### src/rtl/reglk_prog_ctrl_if.sv
// Bus port of the register-lock programming stage.
// The master drives requests and the slave returns grant and response.
interface reglk_prog_ctrl_if;
  logic        req_i;
  logic        we_i;
  logic [2:0]  addr_i;
  logic [31:0] wdata_i;
  logic        gnt_o;
  logic        rvalid_o;
  logic [31:0] rdata_o;
  logic        err_o;

  modport master (
    output req_i, we_i, addr_i, wdata_i,
    input  gnt_o, rvalid_o, rdata_o, err_o
  );

  modport slave (
    input  req_i, we_i, addr_i, wdata_i,
    output gnt_o, rvalid_o, rdata_o, err_o
  );
endinterface

### src/rtl/reglk_prog_ctrl.sv
// Register-lock programming stage. It owns the NUM_WORDS x 32 lock-bit array
// that feeds the peripheral write-guards. Bus writes can only set bits. Address 6
// holds a one-shot seal and a status word. The only ways to clear the array are
// rst_i and a key-authenticated JTAG unlock, which has a timeout and a
// permanent lockout after repeated failures.
// Optional feature macro: REGLK_PARITY_EN. It adds a parity bit to each word.
// A parity mismatch sets a sticky error and forces all words to all-ones.
module reglk_prog_ctrl #(
  parameter int unsigned NUM_WORDS      = 6,
  parameter logic [31:0] UNLOCK_KEY     = 32'hA5C3_5A3C,
  parameter int unsigned UNLOCK_TIMEOUT = 16,
  parameter int unsigned MAX_FAILS      = 3
) (
  input  logic                        clk_i,
  input  logic                        rst_i,
  reglk_prog_ctrl_if.slave            bus,
  input  logic                        jtag_unlock_req_i,
  input  logic                        jtag_key_valid_i,
  input  logic [31:0]                 jtag_key_i,
  output logic                        unlock_done_o,
  output logic                        lockout_o,
  output logic                        reglk_parity_err_o,
  output logic [NUM_WORDS-1:0][31:0]  reglk_mem_o
);

  localparam logic [2:0] ST_IDLE    = 3'd0;
  localparam logic [2:0] ST_WAIT    = 3'd1;
  localparam logic [2:0] ST_CLEAR   = 3'd2;
  localparam logic [2:0] ST_FAIL    = 3'd3;
  localparam logic [2:0] ST_LOCKOUT = 3'd4;

  localparam logic [2:0] CTRL_ADDR  = 3'd6;

  localparam int unsigned TW = (UNLOCK_TIMEOUT > 1) ? $clog2(UNLOCK_TIMEOUT) : 1;
  localparam logic [TW-1:0] TIMER_LOAD = TW'(UNLOCK_TIMEOUT - 1);
  localparam logic [1:0]    FAIL_LIMIT = 2'(MAX_FAILS);

  logic [2:0]                 r_state;
  logic [2:0]                 w_state_nxt;
  logic [TW-1:0]              r_timer;
  logic [TW-1:0]              w_timer_nxt;
  logic [1:0]                 r_fail_cnt;
  logic                       r_need_low;
  logic                       r_seal;
  logic                       r_lockout;
  logic                       r_unlock_done;
  logic [NUM_WORDS-1:0][31:0] r_mem;
  logic [NUM_WORDS-1:0][31:0] w_mem_nxt;

  logic                       w_gnt;
  logic                       w_addr_is_word;
  logic [31:0]                w_rd_word;
  logic [31:0]                w_status;
  logic                       w_wr_word;
  logic                       w_set_seal;
  logic                       w_rsp_err;
  logic [31:0]                w_rsp_data;
  logic                       w_force_ones;

  logic                       r_rvalid;
  logic [31:0]                r_rdata;
  logic                       r_err;

  // The grant is suppressed during the single CLEAR cycle. This prevents a
  // write from racing the wipe.
  assign w_gnt          = bus.req_i && (r_state != ST_CLEAR);
  assign w_addr_is_word = (32'(bus.addr_i) < NUM_WORDS);
  assign w_status       = {28'h0, r_lockout, (r_state != ST_IDLE),
                           (r_fail_cnt != 2'd0), r_seal};

  // Read mux for lock words, built as an AND-OR so out-of-range addresses return zero.
  always_comb begin
    w_rd_word = 32'h0;
    for (int k = 0; k < NUM_WORDS; k++) begin
      w_rd_word = w_rd_word | ({32{bus.addr_i == 3'(k)}} & r_mem[k]);
    end
  end

  // Bus decode: classifies the granted access and builds the response.
  always_comb begin
    w_wr_word  = 1'b0;
    w_set_seal = 1'b0;
    w_rsp_err  = 1'b0;
    w_rsp_data = 32'h0;
    if (w_gnt) begin
      if (bus.we_i) begin
        if (w_addr_is_word) begin
          if (r_seal) begin
            w_rsp_err = 1'b1;
          end else begin
            w_wr_word = 1'b1;
          end
        end else if (bus.addr_i == CTRL_ADDR) begin
          if (r_seal) begin
            w_rsp_err = 1'b1;
          end else begin
            w_set_seal = bus.wdata_i[0];
          end
        end else begin
          w_rsp_err = 1'b1;
        end
      end else begin
        if (w_addr_is_word) begin
          w_rsp_data = w_rd_word;
        end else if (bus.addr_i == CTRL_ADDR) begin
          w_rsp_data = w_status;
        end else begin
          w_rsp_err = 1'b1;
        end
      end
    end else begin
      w_rsp_err = 1'b0;
    end
  end

  // Unlock FSM next-state logic. A request drop aborts the attempt. A key
  // strobe is checked before the timeout.
  always_comb begin
    w_state_nxt = r_state;
    w_timer_nxt = r_timer;
    case (r_state)
      ST_IDLE: begin
        if (jtag_unlock_req_i && !r_need_low) begin
          w_state_nxt = ST_WAIT;
          w_timer_nxt = TIMER_LOAD;
        end else begin
          w_state_nxt = ST_IDLE;
        end
      end
      ST_WAIT: begin
        if (!jtag_unlock_req_i) begin
          w_state_nxt = ST_IDLE;
        end else if (jtag_key_valid_i) begin
          if (jtag_key_i == UNLOCK_KEY) begin
            w_state_nxt = ST_CLEAR;
          end else begin
            w_state_nxt = ST_FAIL;
          end
        end else if (r_timer == {TW{1'b0}}) begin
          w_state_nxt = ST_FAIL;
        end else begin
          w_timer_nxt = r_timer - {{(TW-1){1'b0}}, 1'b1};
        end
      end
      ST_CLEAR: begin
        w_state_nxt = ST_IDLE;
      end
      ST_FAIL: begin
        if (r_fail_cnt >= FAIL_LIMIT) begin
          w_state_nxt = ST_LOCKOUT;
        end else if (!jtag_unlock_req_i) begin
          w_state_nxt = ST_IDLE;
        end else begin
          w_state_nxt = ST_FAIL;
        end
      end
      ST_LOCKOUT: begin
        w_state_nxt = ST_LOCKOUT;
      end
      default: begin
        w_state_nxt = ST_IDLE;
      end
    endcase
  end

  // Next lock-word values. Fail-secure forcing wins, then the unlock wipe, then sticky bus sets.
  always_comb begin
    w_mem_nxt = r_mem;
    if (w_force_ones) begin
      w_mem_nxt = {NUM_WORDS{32'hFFFF_FFFF}};
    end else if (r_state == ST_CLEAR) begin
      w_mem_nxt = {NUM_WORDS{32'h0000_0000}};
    end else begin
      for (int k = 0; k < NUM_WORDS; k++) begin
        w_mem_nxt[k] = r_mem[k] |
                       ({32{w_wr_word && (bus.addr_i == 3'(k))}} & bus.wdata_i);
      end
    end
  end

  // FSM state, attempt timer and the re-arm flag that is set after a successful unlock.
  always_ff @(posedge clk_i) begin
    if (rst_i) begin
      r_state    <= ST_IDLE;
      r_timer    <= {TW{1'b0}};
      r_need_low <= 1'b0;
    end else begin
      r_state <= w_state_nxt;
      r_timer <= w_timer_nxt;
      if (r_state == ST_CLEAR) begin
        r_need_low <= 1'b1;
      end else if (!jtag_unlock_req_i) begin
        r_need_low <= 1'b0;
      end else begin
        r_need_low <= r_need_low;
      end
    end
  end

  // Failure counter: it counts once on each entry into FAIL, saturates, and is wiped by CLEAR.
  always_ff @(posedge clk_i) begin
    if (rst_i) begin
      r_fail_cnt <= 2'd0;
    end else if (r_state == ST_CLEAR) begin
      r_fail_cnt <= 2'd0;
    end else if ((w_state_nxt == ST_FAIL) && (r_state != ST_FAIL) &&
                 (r_fail_cnt != 2'd3)) begin
      r_fail_cnt <= r_fail_cnt + 2'd1;
    end else begin
      r_fail_cnt <= r_fail_cnt;
    end
  end

  // Lock array and sticky seal.
  always_ff @(posedge clk_i) begin
    if (rst_i) begin
      r_mem  <= {NUM_WORDS{32'h0000_0000}};
      r_seal <= 1'b0;
    end else begin
      r_mem <= w_mem_nxt;
      if (r_state == ST_CLEAR) begin
        r_seal <= 1'b0;
      end else if (w_set_seal) begin
        r_seal <= 1'b1;
      end else begin
        r_seal <= r_seal;
      end
    end
  end

  // Registered bus response and JTAG status outputs. Reset drops any pending response.
  always_ff @(posedge clk_i) begin
    if (rst_i) begin
      r_rvalid      <= 1'b0;
      r_rdata       <= 32'h0;
      r_err         <= 1'b0;
      r_unlock_done <= 1'b0;
      r_lockout     <= 1'b0;
    end else begin
      r_rvalid      <= w_gnt;
      r_rdata       <= w_rsp_data;
      r_err         <= w_rsp_err;
      r_unlock_done <= (w_state_nxt == ST_CLEAR);
      r_lockout     <= (w_state_nxt == ST_LOCKOUT);
    end
  end

`ifdef REGLK_PARITY_EN
  logic [NUM_WORDS-1:0] r_par;
  logic                 w_par_mis;
  logic                 r_parity_err;

  function automatic logic parity32(input logic [31:0] d);
    return ^d;
  endfunction

  // Parity check: compares every stored word against its stored parity bit on each cycle.
  always_comb begin
    w_par_mis = 1'b0;
    for (int k = 0; k < NUM_WORDS; k++) begin
      w_par_mis = w_par_mis | (parity32(r_mem[k]) != r_par[k]);
    end
  end

  // Parity storage follows every word update. The error flag stays set until reset.
  always_ff @(posedge clk_i) begin
    if (rst_i) begin
      r_par        <= {NUM_WORDS{1'b0}};
      r_parity_err <= 1'b0;
    end else begin
      for (int k = 0; k < NUM_WORDS; k++) begin
        r_par[k] <= parity32(w_mem_nxt[k]);
      end
      r_parity_err <= r_parity_err | w_par_mis;
    end
  end

  assign w_force_ones       = w_par_mis | r_parity_err;
  assign reglk_parity_err_o = r_parity_err;
`else
  assign w_force_ones       = 1'b0;
  assign reglk_parity_err_o = 1'b0;
`endif

  assign bus.gnt_o     = w_gnt;
  assign bus.rvalid_o  = r_rvalid;
  assign bus.rdata_o   = r_rdata;
  assign bus.err_o     = r_err;
  assign unlock_done_o = r_unlock_done;
  assign lockout_o     = r_lockout;
  assign reglk_mem_o   = r_mem;

endmodule

### src/flat_wrapper.sv
// flat-port wrapper written by rule: the top's interface ports become plain ports
module reglk_prog_ctrl_flat 
#(
  parameter int unsigned NUM_WORDS      = 6,
  parameter logic [31:0] UNLOCK_KEY     = 32'hA5C3_5A3C,
  parameter int unsigned UNLOCK_TIMEOUT = 16,
  parameter int unsigned MAX_FAILS      = 3
)
  (clk_i, rst_i, jtag_unlock_req_i, jtag_key_valid_i, jtag_key_i, unlock_done_o, lockout_o, reglk_parity_err_o, reglk_mem_o, bus_req_i, bus_we_i, bus_addr_i, bus_wdata_i, bus_gnt_o, bus_rvalid_o, bus_rdata_o, bus_err_o);
  reglk_prog_ctrl_if bus_i ();
  input  logic clk_i;
  input  logic rst_i;
  input  logic jtag_unlock_req_i;
  input  logic jtag_key_valid_i;
  input  logic [31:0] jtag_key_i;
  output logic unlock_done_o;
  output logic lockout_o;
  output logic reglk_parity_err_o;
  output logic [NUM_WORDS-1:0][31:0] reglk_mem_o;
  input wire logic [$bits(bus_i.req_i)-1:0] bus_req_i;
  input wire logic [$bits(bus_i.we_i)-1:0] bus_we_i;
  input wire logic [$bits(bus_i.addr_i)-1:0] bus_addr_i;
  input wire logic [$bits(bus_i.wdata_i)-1:0] bus_wdata_i;
  output wire logic [$bits(bus_i.gnt_o)-1:0] bus_gnt_o;
  output wire logic [$bits(bus_i.rvalid_o)-1:0] bus_rvalid_o;
  output wire logic [$bits(bus_i.rdata_o)-1:0] bus_rdata_o;
  output wire logic [$bits(bus_i.err_o)-1:0] bus_err_o;
  assign bus_i.req_i = bus_req_i;
  assign bus_i.we_i = bus_we_i;
  assign bus_i.addr_i = bus_addr_i;
  assign bus_i.wdata_i = bus_wdata_i;
  assign bus_gnt_o = bus_i.gnt_o;
  assign bus_rvalid_o = bus_i.rvalid_o;
  assign bus_rdata_o = bus_i.rdata_o;
  assign bus_err_o = bus_i.err_o;
  reglk_prog_ctrl #(.NUM_WORDS(NUM_WORDS), .UNLOCK_KEY(UNLOCK_KEY), .UNLOCK_TIMEOUT(UNLOCK_TIMEOUT), .MAX_FAILS(MAX_FAILS)) u_core (.clk_i(clk_i), .rst_i(rst_i), .bus(bus_i), .jtag_unlock_req_i(jtag_unlock_req_i), .jtag_key_valid_i(jtag_key_valid_i), .jtag_key_i(jtag_key_i), .unlock_done_o(unlock_done_o), .lockout_o(lockout_o), .reglk_parity_err_o(reglk_parity_err_o), .reglk_mem_o(reglk_mem_o));
endmodule
### config.mk
export PLATFORM = sky130hd
export DESIGN_NAME = reglk_prog_ctrl_flat
export DESIGN_NICKNAME = d
export VERILOG_FILES = /design/src/rtl/reglk_prog_ctrl_if.sv /design/src/rtl/reglk_prog_ctrl.sv /design/src/flat_wrapper.sv
export SDC_FILE = /design/constraint.sdc
export NUM_CORES = 1
export LEC_CHECK = 0
export ABC_AREA = 1
export BUFFER_PORTS_ARGS = -buffer_cell sky130_fd_sc_hd__buf_2
export CORE_ASPECT_RATIO = 0.6
export CORE_MARGIN = 10
export CORE_UTILIZATION = 35
export DETAILED_ROUTE_END_ITERATION = 12
export GPL_TIMING_DRIVEN = 0
export PLACE_DENSITY = 0.66
export SYNTH_ARGS = -nofsm -noshare
export SYNTH_HDL_FRONTEND = slang
export SYNTH_SLANG_ARGS = --single-unit
### constraint.sdc
create_clock -name clk_i -period 1.9 [get_ports clk_i]
set_clock_uncertainty 0.15 [all_clocks]
set_input_delay 0.285 -clock clk_i [delete_from_list [all_inputs] [get_ports clk_i]]
set_output_delay 0.285 -clock clk_i [all_outputs]
set_load 0.005 [all_outputs]
# == Word level (Yosys, flattened, before mapping) ==
# Index checks and enable logic that the tools add are counted.
# classes
order_cmp,2
n_reduce_logical,21
bitwise,24
n_eq_ne,22
mul,0
div,0
n_mux,32
addsub,2
shifts,0
# op_table
operator,count
$and 32x32->32,12
$or 32x32->32,11
$eq 32x32->1 const B,1
$mux 32,1
$mux 4,5
$mux 1,19
$eq 3x2->1 const B,6
$eq 3x3->1 const B,5
$mux 3,4
$pmux 3 s4,1
$logic_and 1x1->1,10
$ne 2x2->1 const B,4
$pmux 4 s2,1
$eq 3x1->1 const B,2
$logic_not 3->1,2
$ne 3x2->1 const B,2
$reduce_and 5->1,1
$logic_not 4->1,1
$ne 2x1->1 const B,2
$reduce_bool 2->1,2
$reduce_or 2->1,2
$sub 4x1->4 const B,1
$lt 3x3->1 const B,1
$reduce_bool 3->1,1
other kinds (6),6
# word_totals
mem_bits_rw,0
mem_bits_ro,0
register_bits,239
wordCells,119
latchBits,0
memories,0

# == Longest topological paths before layout ==
# depth
word_depth,8
mapped_depth,11
depth_no_buf,11

# == Worst setup path after synthesis ==
# No wires, ideal clock.
# synth_timing
kind,reg2reg
from,reg u_core.r_state[1]
to,reg u_core.r_timer[0]
t_required_ps,1632
path_slack_ps,404
path_stages_with_launch,8
synth_period_minus_slack_ps,1496
arrival_time_ps,1227
path_cell_list,dfxtp_1 inv_1 nand3_1 inv_1 a31oi_1 inv_1 o21ai_0 nor2_1
# synth_via
elab_chain_len,3
word_cells_on_any_way,9
# synth_lines
item,line,rtl
"start, declared",reglk_prog_ctrl.sv:38,logic [2:0] r_state;
"start signal, assigned",reglk_prog_ctrl.sv:188,r_state <= w_state_nxt;
$eq 3x1->1 or $logic_not 3->1 (tied branches),reglk_prog_ctrl.sv:121,case (r_state)
$ne 2x2->1 (no source line) (tied with other cells),n/a,
$reduce_and 5->1 (no source line),n/a,
"end signal, assigned",reglk_prog_ctrl.sv:185,r_timer <= {TW{1'b0}};
"end signal, assigned",reglk_prog_ctrl.sv:189,r_timer <= w_timer_nxt;
"end, declared",reglk_prog_ctrl.sv:40,logic [TW-1:0] r_timer;
# Parallel ways exist; a longest one is shown, timed or not.
# A chain may end at the register's enable or synchronous reset.

# == Final worst setup path ==
# layout_timing
from,reg u_core.r_state[0]
to,reg u_core.r_mem (netlist bit u_core.reglk_mem_o[31])
# layout_via
elab_chain_len,6
word_cells_on_any_way,8
# layout_lines
item,line,rtl
$ne 3x2->1,reglk_prog_ctrl.sv:66,assign w_gnt = bus.req_i && (r_state != ST_CLEAR);
$logic_and 1x1->1,reglk_prog_ctrl.sv:66,
$mux 1,reglk_prog_ctrl.sv:85,if (w_gnt) begin
$logic_and 1x1->1,reglk_prog_ctrl.sv:176,({32{w_wr_word && (bus.addr_i == 3'(k))}} & bus.wdata_i);
$and 32x32->32,reglk_prog_ctrl.sv:176,
$or 32x32->32,reglk_prog_ctrl.sv:175,w_mem_nxt[k] = r_mem[k] |
"end signal, assigned",reglk_prog_ctrl.sv:217,r_mem <= {NUM_WORDS{32'h0000_0000}};
"end signal, assigned",reglk_prog_ctrl.sv:220,r_mem <= w_mem_nxt;
"end, declared",reglk_prog_ctrl.sv:47,logic [NUM_WORDS-1:0][31:0] r_mem;
# Parallel ways exist; a longest one is shown, timed or not.

==> qor_table.md <==
| Result | This run |
| --- | --- |
| Crit path kind | flop to flop |
| Number of nets produced by synthesis | 1233 |
| Via count of the first global-routing pass | 9281 |
| F_max | 0.534 GHz |
| Post-detailed-placement half-perimeter wirelength | 31300 um |
| Critical path startpoint category | flop |
| Crit path required time | 2200 ps |
| 1st-pass router iterations | 5 |
| Startpoint of the most critical setup path | u_core.r_state[0]$_SDFF_PP0_ |
| Number of clock sinks seen by CTS | 239 |
| Ports placed on the boundary | 303 |
| Most used cells in the layout excluding fill and tap cells | 317 x sky130_fd_sc_hd__buf_2, 237 x sky130_fd_sc_hd__dfxtp_1, 217 x sky130_fd_sc_hd__nand2_1 |
| Std-Cell Rows | 45 |
| Count of input and output buffers | 301 |
| Pleak | 5.30 nW |
| CTS tree | built |
| Switch Pwr | 2.73 mW |
| Fin Setup TNS | 0 ps |
| Switching portion of total power | 25.3% |
| Routed Antenna Nets | 0 |
| Layout filler cell count | 2511 |
| Result of the run | finished clean |
| Nets@finish | 1607 |
| Floorplan die area | 32900 um2 |
| Effective utilization at floorplan | 35.7% |
| Drt wl/cell | 23.0 um |
| Mean instance size in the synthesized netlist | 7.83 um2 |
| Critical path peak fanout | 10 |
| Min cycle time layout | 1870 ps |
| Worst Min Path Start | bus_req_i |
| CTS root buffer | sky130_fd_sc_hd__clkbuf_16 |
| Syn Std Cell Area | 9060 um2 |
| Die boundary width | 228 um |
| Worst slack at placement | -385 ps |
| Count of H-tree levels built during CTS | 1 |
| Number of synthesis warnings | 0 |
| First DRT Iteration DRCs | 1109 |
| Count of flip-flops with a built-in enable after synthesis | 0 |
| Worst slew pin tran | 892 ps |
| PnR worst setup slack | 26.3 ps |
| Dominant synthesized flop cell | sky130_fd_sc_hd__dfxtp_1 |
| Sequential fraction of design power | 47.5% |
| Clock slew seen by the registers of the worst setup and hold paths | 70 ps |
| Global route total overflow | 0 |
| Max VDD drop | 525 uV |
| Max_cap viols | 0 |
| Register bit count reported by yosys | 239 |
| Post-detailed-route DRC marker count | 0 |
| Arrival time of the worst setup path | 2170 ps |
| Worst skew pair latency | 530 ps |
| Relative slew slack | 40.5% |
| Most frequent standard cell in the layout excluding fill and tap cells | sky130_fd_sc_hd__buf_2 |
| Start of the worst register-to-register path | u_core.r_state[0]$_SDFF_PP0_ |
| Worst hold path class | input pin to flop |
| Clk buf depth | 3 |
| Clock share of power | 44.2% |
| Combinational cell fraction of total power | 8.3% |
| Sequential fraction of the synthesis area | 52.8% |
| Final-report setup violation count | 0 |
| Core Box Area | 25400 um2 |
| Number of distinct library cells after synthesis | 32 |
| Pin count of the biggest net entering global routing | 16 |
| Initial antenna violation count | 0 |
| Pwr Density | 874 nW/um2 |
| Instance count of the mapped netlist | 1157 |
| First-pass GRT wire length | 61700 um |
| Max-slew violation count | 0 |
| Number of vias in the routed layout | 9698 |
| Total routed wirelength | 43700 um |
| Internal cell power | 8.07 mW |
| Crit. End Element | flop |
| Routability cong. | 0.889 |
| Chip Height | 145 um |
| Number of hold violations in the final report | 0 |
| Ratio of final minimum period to clock period | 98.6% |
| Overall Global Routing Usage | 25.2% |
| Layout overhead on the synthesized area | 36.4% |
| CTS Buf Count | 23 |
| Post-synth ARST share | 0% |
| Count of antenna diodes in the layout | 0 |
| Final-layout worst hold slack | 32.1 ps |
| Post-detailed-route via-to-cell ratio | 5.11 |
| Fraction of final layout cells with drive strength greater than 1 | 27.2% |
==> power groups by stage <==
stage / clock (mW) / sequential, mW / combinational [mW]
CTS: 4.82 / 5.12 / 0.861
finish: 4.78 / 5.12 / 0.897
floorplan: 0 / 5.24 / 0.335
detailed placement: 0 / 5.24 / 0.789
global placement: 0 / 5.23 / 0.780
global route: 5.01 / 5.13 / 0.956
==> per-stage QoR <==
| step | power (mW) | cell area, um2 | utilization (%) | instances |
|---|---|---|---|---|
| floorplan | 5.57 | 9060 | - | 1157 |
| global placement | 6.01 | 11000 | 43.4 | 1810 |
| detailed placement | 6.03 | 11000 | 43.4 | 1810 |
| CTS | 10.8 | 12200 | 48.0 | 1890 |
| global route | 11.1 | 12400 | 48.7 | 1899 |
| finish | 10.8 | 12400 | 48.7 | 1899 |
==> critical path: stages, from the launching register on <==
cell and delay, ps:
sky130_fd_sc_hd__dfxtp_2 370, sky130_fd_sc_hd__inv_2 50, sky130_fd_sc_hd__nand3_2 100, sky130_fd_sc_hd__nand2_2 90, sky130_fd_sc_hd__inv_2 110, sky130_fd_sc_hd__nand3_4 190, sky130_fd_sc_hd__nor2_4 230, sky130_fd_sc_hd__buf_4 160
sky130_fd_sc_hd__buf_8 170, sky130_fd_sc_hd__nand2_1 70, sky130_fd_sc_hd__a21oi_1 110
==> cell usage after synthesis, drive strengths merged, types with 3 or more instances <==
| cell type | number | area, um2 |
|---|---|---|
| inv | 176 | 661 |
| nand2 | 219 | 825 |
| dfxtp | 239 | 4780 |
| buf | 43 | 317 |
| o21ai | 5 | 25.0 |
| o22ai | 67 | 419 |
| nand3 | 15 | 92.6 |
| nor2 | 121 | 507 |
| clkbuf | 17 | 63.8 |
| a21oi | 203 | 1020 |
| ha | 3 | 37.5 |
| a31oi | 27 | 169 |
| nor3 | 9 | 45.0 |
==> routing by layer <==
| layer | vias to the layer above | share of wire [%] | GRT usage (%) |
|---|---|---|---|
| li1 | 4482 | - | - |
| met1 | 4639 | 44 | 33.9 |
| met2 | 520 | 43 | 39.4 |
| met3 | 57 | 11 | 6.94 |
| met4 | 0 | 2.0 | 5.66 |
| met5 | - | 0 | 0 |
==> state kept, by name, indices dropped and copies added, names as in the netlist <==
name / cells
u_core.r_seal: 1
u_core.r_state: 3
u_core.r_need_low: 1
u_core.lockout_o: 1
u_core.r_timer: 4
u_core.r_fail_cnt: 2
u_core.unlock_done_o: 1
u_core.reglk_mem_o: 192
u_core.bus.err_o: 1
u_core.bus.rdata_o: 32
u_core.bus.rvalid_o: 1
==> cells by family after synthesis <==
group	synth area share, %
buf+inv	11.5
flops	52.8
simple gates	16.6
xor+xnor	0.193
fa+ha+maj	0.414
compound gates	18.5
other cells	0.0414
==> area by class of cell <==
class,count,area [um2],area share (%)
Multi-Input combinational cell,682,3250,26.3
Sequential cell,239,4790,38.7
Inverter,176,663,5.36
Tap cell,352,440,3.56
Clock inverter,9,104,0.840
Buffer,59,435,3.52
Clock buffer,32,659,5.33
Timing Repair Buffer,350,2020,16.4
==> final timing paths <==
kind / cells after the start / slack [ps] / to
worst max-delay path: 10 / 30 / u_core.reglk_mem_o[31]$_SDFF_PP0_
worst min-delay path: 4 / 30 / u_core.bus.err_o$_SDFF_PP0_
worst max register to register: 10 / 30 / u_core.reglk_mem_o[31]$_SDFF_PP0_
worst min register to register: 2 / 320 / u_core.reglk_mem_o[82]$_SDFF_PP0_
==> what timing repair did <==
item,CTS,global route
gates cloned,0,2
pin swaps,0,4
gates resized for setup,13,24
buffers inserted,0,8
hold buffers,39,0
hold endpoints to repair,198,0
endpoints found under the setup margin,104,148
Power figures use the tool's default switching activity.
